## src/rtl/video_pattern_source.sv

```systemverilog
`default_nettype none
// ============================================================================
// Module : video_pattern_source
// Raster timing generator (vs/hs/de) with frame-latched RGB test patterns.
// Rev    : 1.0
// ============================================================================
module video_pattern_source #(
  parameter int H_ACTIVE = 1280,
  parameter int H_FP     = 110,
  parameter int H_SYNC   = 40,
  parameter int H_BP     = 220,
  parameter int V_ACTIVE = 720,
  parameter int V_FP     = 5,
  parameter int V_SYNC   = 5,
  parameter int V_BP     = 20,
  parameter int SYNC_POL = 1,
  parameter int CHK_LOG2 = 5
) (
  input  logic        clk,
  input  logic        reset_n,
  input  logic        enable,
  input  logic [1:0]  pattern_sel,
  input  logic [23:0] solid_rgb,
  output logic        vs_out,
  output logic        hs_out,
  output logic        de_out,
  output logic [7:0]  r_out,
  output logic [7:0]  g_out,
  output logic [7:0]  b_out,
  output logic        frame_start,
  output logic        running
);

  localparam int H_TOTAL = H_ACTIVE + H_FP + H_SYNC + H_BP;
  localparam int V_TOTAL = V_ACTIVE + V_FP + V_SYNC + V_BP;
  localparam int HW      = $clog2(H_TOTAL);
  localparam int VW      = $clog2(V_TOTAL);
  localparam int BAR_W   = H_ACTIVE / 8;
  localparam int BW      = (BAR_W > 1) ? $clog2(BAR_W) : 1;

  localparam logic [HW-1:0] H_LAST   = HW'(H_TOTAL - 1);
  localparam logic [HW-1:0] H_ACT    = HW'(H_ACTIVE);
  localparam logic [HW-1:0] HS_BEG   = HW'(H_ACTIVE + H_FP);
  localparam logic [HW-1:0] HS_END   = HW'(H_ACTIVE + H_FP + H_SYNC);
  localparam logic [VW-1:0] V_LAST   = VW'(V_TOTAL - 1);
  localparam logic [VW-1:0] V_ACT    = VW'(V_ACTIVE);
  localparam logic [VW-1:0] VS_BEG   = VW'(V_ACTIVE + V_FP);
  localparam logic [VW-1:0] VS_END   = VW'(V_ACTIVE + V_FP + V_SYNC);
  localparam logic [BW-1:0] BAR_LAST = BW'(BAR_W - 1);
  localparam logic          SYNC_ON  = (SYNC_POL != 0);

  typedef enum logic [0:0] {
    S_IDLE = 1'b0,
    S_RUN  = 1'b1
  } state_t;

  state_t        state_q, state_d;
  logic [HW-1:0] h_q, h_d;
  logic [VW-1:0] v_q, v_d;
  logic [7:0]    frame_cnt_q, frame_cnt_d;
  logic [1:0]    sel_q, sel_d;
  logic [23:0]   solid_q, solid_d;
  logic [BW-1:0] bar_px_q, bar_px_d;
  logic [2:0]    bar_idx_q, bar_idx_d;
  logic          vs_q, vs_d, hs_q, hs_d, de_q, de_d, fs_q, fs_d;
  logic [23:0]   rgb_q, rgb_d;

  logic          w_run;
  logic          w_first;
  logic [1:0]    w_sel;
  logic [23:0]   w_solid;
  logic          w_hs_act;
  logic          w_vs_act;
  logic [23:0]   w_bar_rgb;
  logic [23:0]   w_pix;

  // Counters, FSM and the per-frame pattern latch.
  always_comb begin
    state_d     = state_q;
    h_d         = h_q;
    v_d         = v_q;
    frame_cnt_d = frame_cnt_q;
    sel_d       = sel_q;
    solid_d     = solid_q;
    bar_px_d    = bar_px_q;
    bar_idx_d   = bar_idx_q;
    case (state_q)
      S_IDLE: begin
        h_d       = '0;
        v_d       = '0;
        bar_px_d  = '0;
        bar_idx_d = '0;
        if (enable) state_d = S_RUN;
      end
      default: begin
        if (w_first) begin
          sel_d   = pattern_sel;
          solid_d = solid_rgb;
        end
        if (h_q == H_LAST) begin
          h_d       = '0;
          bar_px_d  = '0;
          bar_idx_d = '0;
          if (v_q == V_LAST) begin
            v_d         = '0;
            frame_cnt_d = frame_cnt_q + 8'd1;
            if (!enable) state_d = S_IDLE;
          end else begin
            v_d = v_q + 1'b1;
          end
        end else begin
          h_d = h_q + 1'b1;
          // Bar index tracks h without a divide: step every BAR_W pixels.
          if (bar_px_q == BAR_LAST) begin
            bar_px_d  = '0;
            bar_idx_d = bar_idx_q + 3'd1;
          end else begin
            bar_px_d = bar_px_q + 1'b1;
          end
        end
      end
    endcase
  end

  always_comb begin
    case (bar_idx_q)
      3'd0:    w_bar_rgb = 24'hFFFFFF;
      3'd1:    w_bar_rgb = 24'hFFFF00;
      3'd2:    w_bar_rgb = 24'h00FFFF;
      3'd3:    w_bar_rgb = 24'h00FF00;
      3'd4:    w_bar_rgb = 24'hFF00FF;
      3'd5:    w_bar_rgb = 24'hFF0000;
      3'd6:    w_bar_rgb = 24'h0000FF;
      default: w_bar_rgb = 24'h000000;
    endcase
  end

  // Output stage inputs; the first pixel uses the freshly sampled selection.
  always_comb begin
    w_run    = (state_q == S_RUN);
    w_first  = w_run && (h_q == '0) && (v_q == '0);
    w_sel    = w_first ? pattern_sel : sel_q;
    w_solid  = w_first ? solid_rgb : solid_q;
    w_hs_act = w_run && (h_q >= HS_BEG) && (h_q < HS_END);
    w_vs_act = w_run && (v_q >= VS_BEG) && (v_q < VS_END);
    de_d     = w_run && (h_q < H_ACT) && (v_q < V_ACT);
    hs_d     = w_hs_act ? SYNC_ON : ~SYNC_ON;
    vs_d     = w_vs_act ? SYNC_ON : ~SYNC_ON;
    fs_d     = w_first;
    case (w_sel)
      2'd0:    w_pix = w_solid;
      2'd1:    w_pix = w_bar_rgb;
      2'd2:    w_pix = {8'(h_q), 8'(v_q), frame_cnt_q};
      default: w_pix = (h_q[CHK_LOG2] ^ v_q[CHK_LOG2]) ? 24'h000000 : 24'hFFFFFF;
    endcase
    rgb_d = de_d ? w_pix : 24'h000000;
  end

  always_ff @(posedge clk or negedge reset_n) begin
    if (!reset_n) begin
      state_q     <= S_IDLE;
      h_q         <= '0;
      v_q         <= '0;
      frame_cnt_q <= '0;
      sel_q       <= '0;
      solid_q     <= '0;
      bar_px_q    <= '0;
      bar_idx_q   <= '0;
      vs_q        <= ~SYNC_ON;
      hs_q        <= ~SYNC_ON;
      de_q        <= 1'b0;
      fs_q        <= 1'b0;
      rgb_q       <= '0;
    end else begin
      state_q     <= state_d;
      h_q         <= h_d;
      v_q         <= v_d;
      frame_cnt_q <= frame_cnt_d;
      sel_q       <= sel_d;
      solid_q     <= solid_d;
      bar_px_q    <= bar_px_d;
      bar_idx_q   <= bar_idx_d;
      vs_q        <= vs_d;
      hs_q        <= hs_d;
      de_q        <= de_d;
      fs_q        <= fs_d;
      rgb_q       <= rgb_d;
    end
  end

  assign vs_out      = vs_q;
  assign hs_out      = hs_q;
  assign de_out      = de_q;
  assign frame_start = fs_q;
  assign r_out       = rgb_q[23:16];
  assign g_out       = rgb_q[15:8];
  assign b_out       = rgb_q[7:0];
  assign running     = (state_q == S_RUN);

endmodule
`default_nettype wire
```

## config.mk

```make
export PLATFORM = sky130hd
export DESIGN_NAME = video_pattern_source
export DESIGN_NICKNAME = d
export VERILOG_FILES = /design/src/rtl/video_pattern_source.sv
export SDC_FILE = /design/constraint.sdc
export NUM_CORES = 1
export LEC_CHECK = 0
export CAP_MARGIN = 10
export CORE_MARGIN = 2
export CORE_UTILIZATION = 54
export DETAILED_ROUTE_END_ITERATION = 8
export PLACE_DENSITY = 0.77
export SETUP_SLACK_MARGIN = 0.1
export SYNTH_ARGS = -nofsm -noshare
export SYNTH_HDL_FRONTEND = slang
export SYNTH_SLANG_ARGS = --single-unit
```

## constraint.sdc

```tcl
create_clock -name clk -period 2.7 [get_ports clk]
set_input_delay 0.81 -clock clk [delete_from_list [all_inputs] [get_ports clk]]
set_output_delay 0.81 -clock clk [all_outputs]
set_load 0.02 [all_outputs]
```

==> results of run 1 <==
[timing repair]
| item | CTS | global route |
|---|---|---|
| buffers inserted | 0 | 4 |
| pin swaps | 0 | 4 |
| hold endpoints to repair | 0 | 0 |
| resized for setup | 1 | 14 |
| setup endpoints to repair | 24 | 24 |
| gates cloned | 0 | 3 |
[metrics by stage]
stage	instance area (um2)	utilization	setup slack, ps	instances	hold slack (ps)
CTS	5880	0.645	155	663	460
finish	6030	0.662	135	670	442
global placement	5640	0.619	106	647	458
floorplan	5020	-	481	496	438
detailed placement	5640	0.619	23.3	647	476
global route	6030	0.662	63.5	670	477
[final timing paths]
path / from / end / slack, ps / cells past startpoint
min reg2reg: frame_cnt_q[6] / frame_cnt_q[6] / 490 / 1
max in group asynchronous: reset_n / rgb_q[14] / 1570 / 2
min: reset_n / solid_q[16] / 440 / 1
max reg2reg: v_q[0] / rgb_q[6] / 140 / 8
max: v_q[0] / rgb_q[6] / 140 / 8
min in group clk: frame_cnt_q[6] / frame_cnt_q[6] / 490 / 1
[cell usage in the layout (no fill, tap or decap), types with 15 or more instances in the layout]
master / count
o21ai_0: 18
nor2_1: 33
nand2_1: 51
a21oi_1: 30
clkdlybuf4s50_1: 56
ha_1: 15
a31oi_1: 23
dfrtp_1: 93
mux2_2: 26
a311oi_1: 23
buf_4: 19
[metal layers]
layer,track usage,up-vias,routed length [um]
li1,-,1918,-
met1,0.350,2046,5520
met2,0.379,174,6200
met3,0.0425,21,846
met4,0.0959,0,277
met5,0,-,0
[critical path, cell delays in order, from the launching register on]
cell	delay, ps
dfrtp_2	460
inv_1	90
ha_1	150
or4bb_4	480
nor3_4	330
and2_4	250
buf_12	180
a31oi_1	170
a311oi_1	340
[cell families (layout without fill, tap and decap cells)]
kind of cell	Yosys count	count (layout)
muxes	30	30
xor gates and xnor gates	24	24
AOI/OAI and AO/OA	133	134
DFF	95	95
buffers and inverters	47	109
adders and majority gates	15	15
and+or+nand+nor	152	152
[flip-flops by register name, indices dropped and copies added (netlist names)]
| register | count |
|---|---|
| bar_px_q | 8 |
| running | 1 |
| rgb_q | 24 |
| bar_idx_q | 3 |
| solid_q | 24 |
| vs_out | 1 |
| frame_start | 1 |
| h_q | 11 |
| hs_out | 1 |
| de_out | 1 |
| v_q | 10 |
| sel_q | 2 |
| frame_cnt_q | 8 |
[layout make-up]
cell class	instances	area share
clock buffers	10	0.0228
clock inverters	6	0.0149
inverters	11	0.00685
multi-input cells	355	0.396
flip-flops and latches	95	0.395
well taps	111	0.0230
repair buffers	82	0.141
[report_power, final]
group	total (uW)	switching, uW	internal, uW
sequential	2240	328	1910
clock	1070	520	552
combinational	2350	1250	1100
total	5660	2100	3570
==> qor.txt, run 1 <==
==================================================================================================
Count of flip-flops with a built-in enable after synthesis                                       0
Largest cells by area after synthesis                                                 dfrtp_1 47%, mux2_2 5.8%, a311oi_1 4.2%
Maximum VDD drop                                                                          0.444 mV
Startpoint type of the worst setup path                                                  flip-flop
Largest net degree at the start of global routing                                               52
Synthesis-to-layout area growth                                                              20.2%
Final weighted congestion in routability-driven placement                                    0.868
Portion of netlist area occupied by mux cells                                               0.0666
Sum of negative setup slack                                                                   0 ps
DR DRC count                                                                                     0
Vias per cell                                                                                 6.21
Register bit count reported by yosys                                                            95
Post-layout minimum cycle time                                                             2560 ps
Count of mapped cells out of synthesis                                                         496
Die H                                                                                       100 um
Antenna violations before repair                                                                 0
Number of DRC violations after detailed-routing iteration 0                                    263
First-pass iteration count of the detailed router                                                5
Clock buffer count from CTS                                                                      9
Start-to-end type of the worst setup path                                             flip-flop to flip-flop
Routed vias                                                                                   4159
Async set or reset register ratio after synthesis                                             1.00
Clock tree from TritonCTS                                                                    built
Filler instances                                                                               698
Top-area cell type share of the netlist area                                                 0.474
Total routing usage reported by global routing                                               0.247
Worst min-delay path class                                                            primary input to asynchronous set/reset pin
H-tree levels                                                                                    3
Most numerous cell in the Yosys netlist                                                    dfrtp_1
Sum of internal, switching and leakage power                                               5660 uW
Average wire per cell in the routed design                                                 19.2 um
Register Area                                                                          0.00238 mm2
Power density relative to cell area                                                     939 mW/mm2
Clk buf depth                                                                                    2
Library cell with the largest summed area after synthesis                                  dfrtp_1
IO buf count                                                                                    57
Maximum capacitance violations                                                                   0
Remaining number of nets flagged by the antenna check after routing                              0
First-pass GRT wire length                                                                 19.5 mm
Parity-gate share of the synthesized area counting xor and xnor cells                       0.0419
Number of placement rows                                                                        35
Share of synthesized cell area in full adder, half adder and majority cells                 0.0374
Number of diodes                                                                                 0
Setup-failing EPs final                                                                          0
Arrival time at the worst endpoint                                                         2820 ps
Post-route clock period utilization                                                          0.950
Die ar.                                                                                 0.0101 mm2
Sequential-to-total area share from yosys stat                                               0.474
Clock transition time at the flip-flop clock pins of the worst setup and hold paths         100 ps
Worst Path Max Fanout                                                                           26
Worst Tran Pin Value                                                                        676 ps
Count of boundary I/O pins                                                                      58
Worst endpoint required time                                                               2960 ps
Pleak                                                                                   0.00246 uW
Core footprint                                                                         0.00911 mm2
Share of synthesized cell area in and, or, nand and nor gates                                0.150
Source-to-sink clock delay at the later pin of the worst-skew pair                          370 ps
Most common library cells after synthesis                                             95 x dfrtp_1, 51 x nand2_1, 33 x nor2_1, 30 x a21oi_1, 26 x mux2_2
Run status                                                                            finished, final reports clean
Highest attainable clock frequency                                                       0.390 GHz
Count of hold buffers inserted by post-cts repair                                                0
Total number of clock tree sinks                                                                95
Netlist area before placement                                                          0.00502 mm2
Setup repair after global routing missed its margin                                             no
Combinational family with the most area after synthesis                               compound AO/OA/AOI/OAI gates
Clock root buffer                                                                         clkbuf_8
Clock tree skew after final layout                                                         10.9 ps
Post-synthesis compound-gate area fraction                                                   0.172
Fin. max-slew vios                                                                               0
Max_slew headroom                                                                            0.547
Distinct cells, synth                                                                           51
Number of global-route vias before repair                                                     3887
Kind of end point of the critical path                                                   flip-flop
Synth Area per Inst                                                                       10.1 um2
Die width                                                                                   100 um
Number of warnings printed during yosys synthesis                                                0
Combined area of the multi-input logic cells                                           0.00239 mm2
GRT overflow                                                                                     0
Hold violation count in the final report                                                         0
Net count, final                                                                               598
Synthesized netlist net count                                                                  540
Starting density of the core                                                                 0.551
Detailed Place HPWL                                                                        8.33 mm
Final wirelength                                                                           12.8 mm
Fraction of final layout cells with drive strength greater than 1                            0.150
Commonest register cell after synthesis                                                    dfrtp_1
==================================================================================================
Power figures use the tool's default switching activity.
==> run 2: changes to the inputs <==
--- a/config.mk
+++ b/config.mk
@@ -14,3 +14,4 @@
 export SYNTH_ARGS = -nofsm -noshare
 export SYNTH_HDL_FRONTEND = slang
 export SYNTH_SLANG_ARGS = --single-unit
+export TNS_END_PERCENT = 1
==> results of run 2 <==
The final DEF is identical to that of run 1; final timing and power are the same.
==> run 3: changes to the inputs <==
--- a/config.mk
+++ b/config.mk
@@ -11,6 +11,7 @@
 export DETAILED_ROUTE_END_ITERATION = 8
 export PLACE_DENSITY = 0.77
 export SETUP_SLACK_MARGIN = 0.1
+export SLEW_MARGIN = 20
 export SYNTH_ARGS = -nofsm -noshare
 export SYNTH_HDL_FRONTEND = slang
 export SYNTH_SLANG_ARGS = --single-unit
==> constraint.sdc (replaced) <==
create_clock -name clk -period 3.3 [get_ports clk]
set_input_delay 0.99 -clock clk [delete_from_list [all_inputs] [get_ports clk]]
set_output_delay 0.99 -clock clk [all_outputs]
set_load 0.02 [all_outputs]
==> run 3 against run 2 <==
Effect of this change:
- worst setup slack improved by 450 ps
- critical path depth fell by 1
- core utilization fell by 2.6 points
- clock power fell by 26%
- power fell by 22%
- first-iteration DRC count fell by 3.8%
- flip-flop and latch count did not move
- sequential power fell by 17%
- global-route usage fell by 0.34 points
- via count fell by 2.4%
- critical path type unchanged
- wire length fell by 6.6%
==> qor.txt, run 3 (synthesis results as in run 1) <==
==================================================================================================
Starting density of the core                                                                 0.551   unchanged
Number of DRC violations after detailed-routing iteration 0                                    253   -3.8%
Fraction of final layout cells with drive strength greater than 1                            0.116   -0.0345
First-pass iteration count of the detailed router                                                5   unchanged
Ordered list of cells on the worst path                                               inv_1 -> ha_1 -> or4bb_1 -> nor3_4 -> and3_1 -> o21ai_0 -> a311oi_1
Worst Path Max Fanout                                                                           18   -31%
Count of boundary I/O pins                                                                      58   unchanged
Reg-to-reg startpoint                                                                       h_q[0]
Core footprint                                                                         0.00911 mm2   unchanged
Flop2flop setup slack                                                                       590 ps   +450 ps
Vias per cell                                                                                 6.20   -0.17%
Setup repair after global routing missed its margin                                             no
Number of cells on the worst reg-to-reg path                                                     7   -1
Die H                                                                                       100 um   unchanged
Startpoint type of the worst setup path                                                  flip-flop
Critical R2R Capture                                                                      rgb_q[8]
Clk buf depth                                                                                    2   unchanged
Commonest cells after routing, fill and taps aside                                    95 x dfrtp_1, 56 x clkdlybuf4s50_1, 51 x nand2_1
Run status                                                                            finished, final reports clean
Detailed Place HPWL                                                                        8.21 mm   -1.5%
GRT overflow                                                                                     0   unchanged
Kind of cell with the highest combined delay on the critical path                     simple AND/OR/NAND/NOR gates
Clock tree skew after final layout                                                         12.9 ps   +2.00 ps
Fin worst setup slack                                                                       588 ps   +453 ps
Clock buffer count from CTS                                                                      9   unchanged
Hold Crit Depth                                                                                  1
Sum of internal, switching and leakage power                                               4420 uW   -22%
Most frequent standard cell in the layout excluding fill and tap cells                     dfrtp_1
Max Used Layer                                                                                met4
Clock transition time at the flip-flop clock pins of the worst setup and hold paths         100 ps   about the same
Remaining number of nets flagged by the antenna check after routing                              0   unchanged
Post-layout minimum cycle time                                                             2710 ps   +147 ps
Number of diodes                                                                                 0   unchanged
Maximum capacitance violations                                                                   0   unchanged
Highest attainable clock frequency                                                       0.369 GHz   -5.4%
Net count, final                                                                               583   -2.5%
Pleak                                                                                   0.00235 uW   -4.4%
Die ar.                                                                                 0.0101 mm2   unchanged
H-tree levels                                                                                    3   unchanged
Start-to-end type of the worst setup path                                             flip-flop to flip-flop
Delay of the slowest critical-path stage                                                    580 ps   +100 ps
DR WL met2                                                                                 5.65 mm   -8.7%
Worst min-delay path class                                                            flip-flop to flip-flop
Hold violation count in the final report                                                         0   unchanged
Leading registers by flop count                                                       rgb_q x24, solid_q x24, h_q x11
Number of placement rows                                                                        35   unchanged
Amount of wire on met3 after detailed routing                                               707 um   -16%
Hold path startpoint                                                                  frame_cnt_q[7]
Total routing usage reported by global routing                                               0.243   -0.00343
Sum of negative setup slack                                                                   0 ps   unchanged
Worst endpoint required time                                                               3560 ps   +600 ps
DR DRC count                                                                                     0   unchanged
Power density relative to cell area                                                     762 mW/mm2   -19%
IO buf count                                                                                    57   unchanged
Post-route clock period utilization                                                          0.822   -0.128
Total buffers and inverters traversed by the critical path                                       1   -1
First-pass GRT wire length                                                                 19.3 mm   -1.1%
Die width                                                                                   100 um   unchanged
Kind of end point of the critical path                                                   flip-flop
Wire length the detailed router placed on met1                                             5.36 mm   -2.8%
Number of instances resized during post-cts repair                                               0   -1
Routed vias                                                                                   4059   -2.4%
Source-to-sink clock delay at the later pin of the worst-skew pair                          370 ps   about the same
Final wirelength                                                                           12.0 mm   -6.6%
Setup Fix Bufs, Post-CTS                                                                         0   unchanged
Total number of clock tree sinks                                                                95   unchanged
Arrival time at the worst endpoint                                                         2970 ps   +150 ps
Slowest cell on the critical path                                                           and3_1
Average wire per cell in the routed design                                                 18.3 um   -4.5%
Count of hold buffers inserted by post-cts repair                                                0   unchanged
Fin. max-slew vios                                                                               0   unchanged
Setup-failing EPs final                                                                          0   unchanged
Synthesis-to-layout area growth                                                              15.5%
Max_slew headroom                                                                            0.525   -0.0218
Number of global-route vias before repair                                                     3853   -0.87%
Largest net degree at the start of global routing                                               56   +7.7%
Clock root buffer                                                                         clkbuf_8
Clock tree from TritonCTS                                                                    built
Hold Path End                                                                         frame_cnt_q[7]
Worst Tran Pin Value                                                                        708 ps   +32.5 ps
Pre-CTS worst setup slack                                                                   500 ps   +477 ps
Antenna violations before repair                                                                 0   unchanged
Final weighted congestion in routability-driven placement                                    0.870   +0.20%
Maximum VDD drop                                                                          0.344 mV   -23%
==================================================================================================
[run 3: worst max path at each step]
stage	startpoint	end	slack [ps]	depth (start not counted)
6_report	h_q[0]	rgb_q[8]	590	7
5_1_grt	h_q[1]	rgb_q[0]	460	9
4_1_cts	running	running	570	1
3_5_place_dp	pattern_sel[1]	rgb_q[8]	500	4
3_3_place_gp	pattern_sel[1]	rgb_q[0]	630	4
2_1_floorplan	h_q[1]	solid_q[10]	1080	8
[run 3: per-layer routing]
layer / vias up / global-route usage
met2: 152 / 0.375
met4: 0 / 0.0896
met5: - / 0
met1: 2005 / 0.347
li1: 1880 / -
met3: 22 / 0.0418
[run 3: final cells by class]
type                       count  area (um2)
sequential                    95        2380
timing repair buffer          68         688
clock buffer                   9         124
multi-input combinational    354        2350
clock inverter                 7        80.1
fill                         727        3310
inverter                      11        41.3
tap                          111         139
[run 3: stage by stage]
stage	area, um2	util	std cells	hold WS, ps
2_1_floorplan	5020	-	496	438
3_3_place_gp	5590	0.614	639	456
3_5_place_dp	5590	0.614	639	459
4_1_cts	5800	0.637	655	472
5_1_grt	5800	0.637	655	486
6_report	5800	0.637	655	476
[run 3: power by group]
part | internal (uW) | leakage [uW] | switching [uW]
sequential | 1560 | 0.00117 | 284
clock | 358 | 0.0000964 | 434
combinational | 837 | 0.00108 | 940
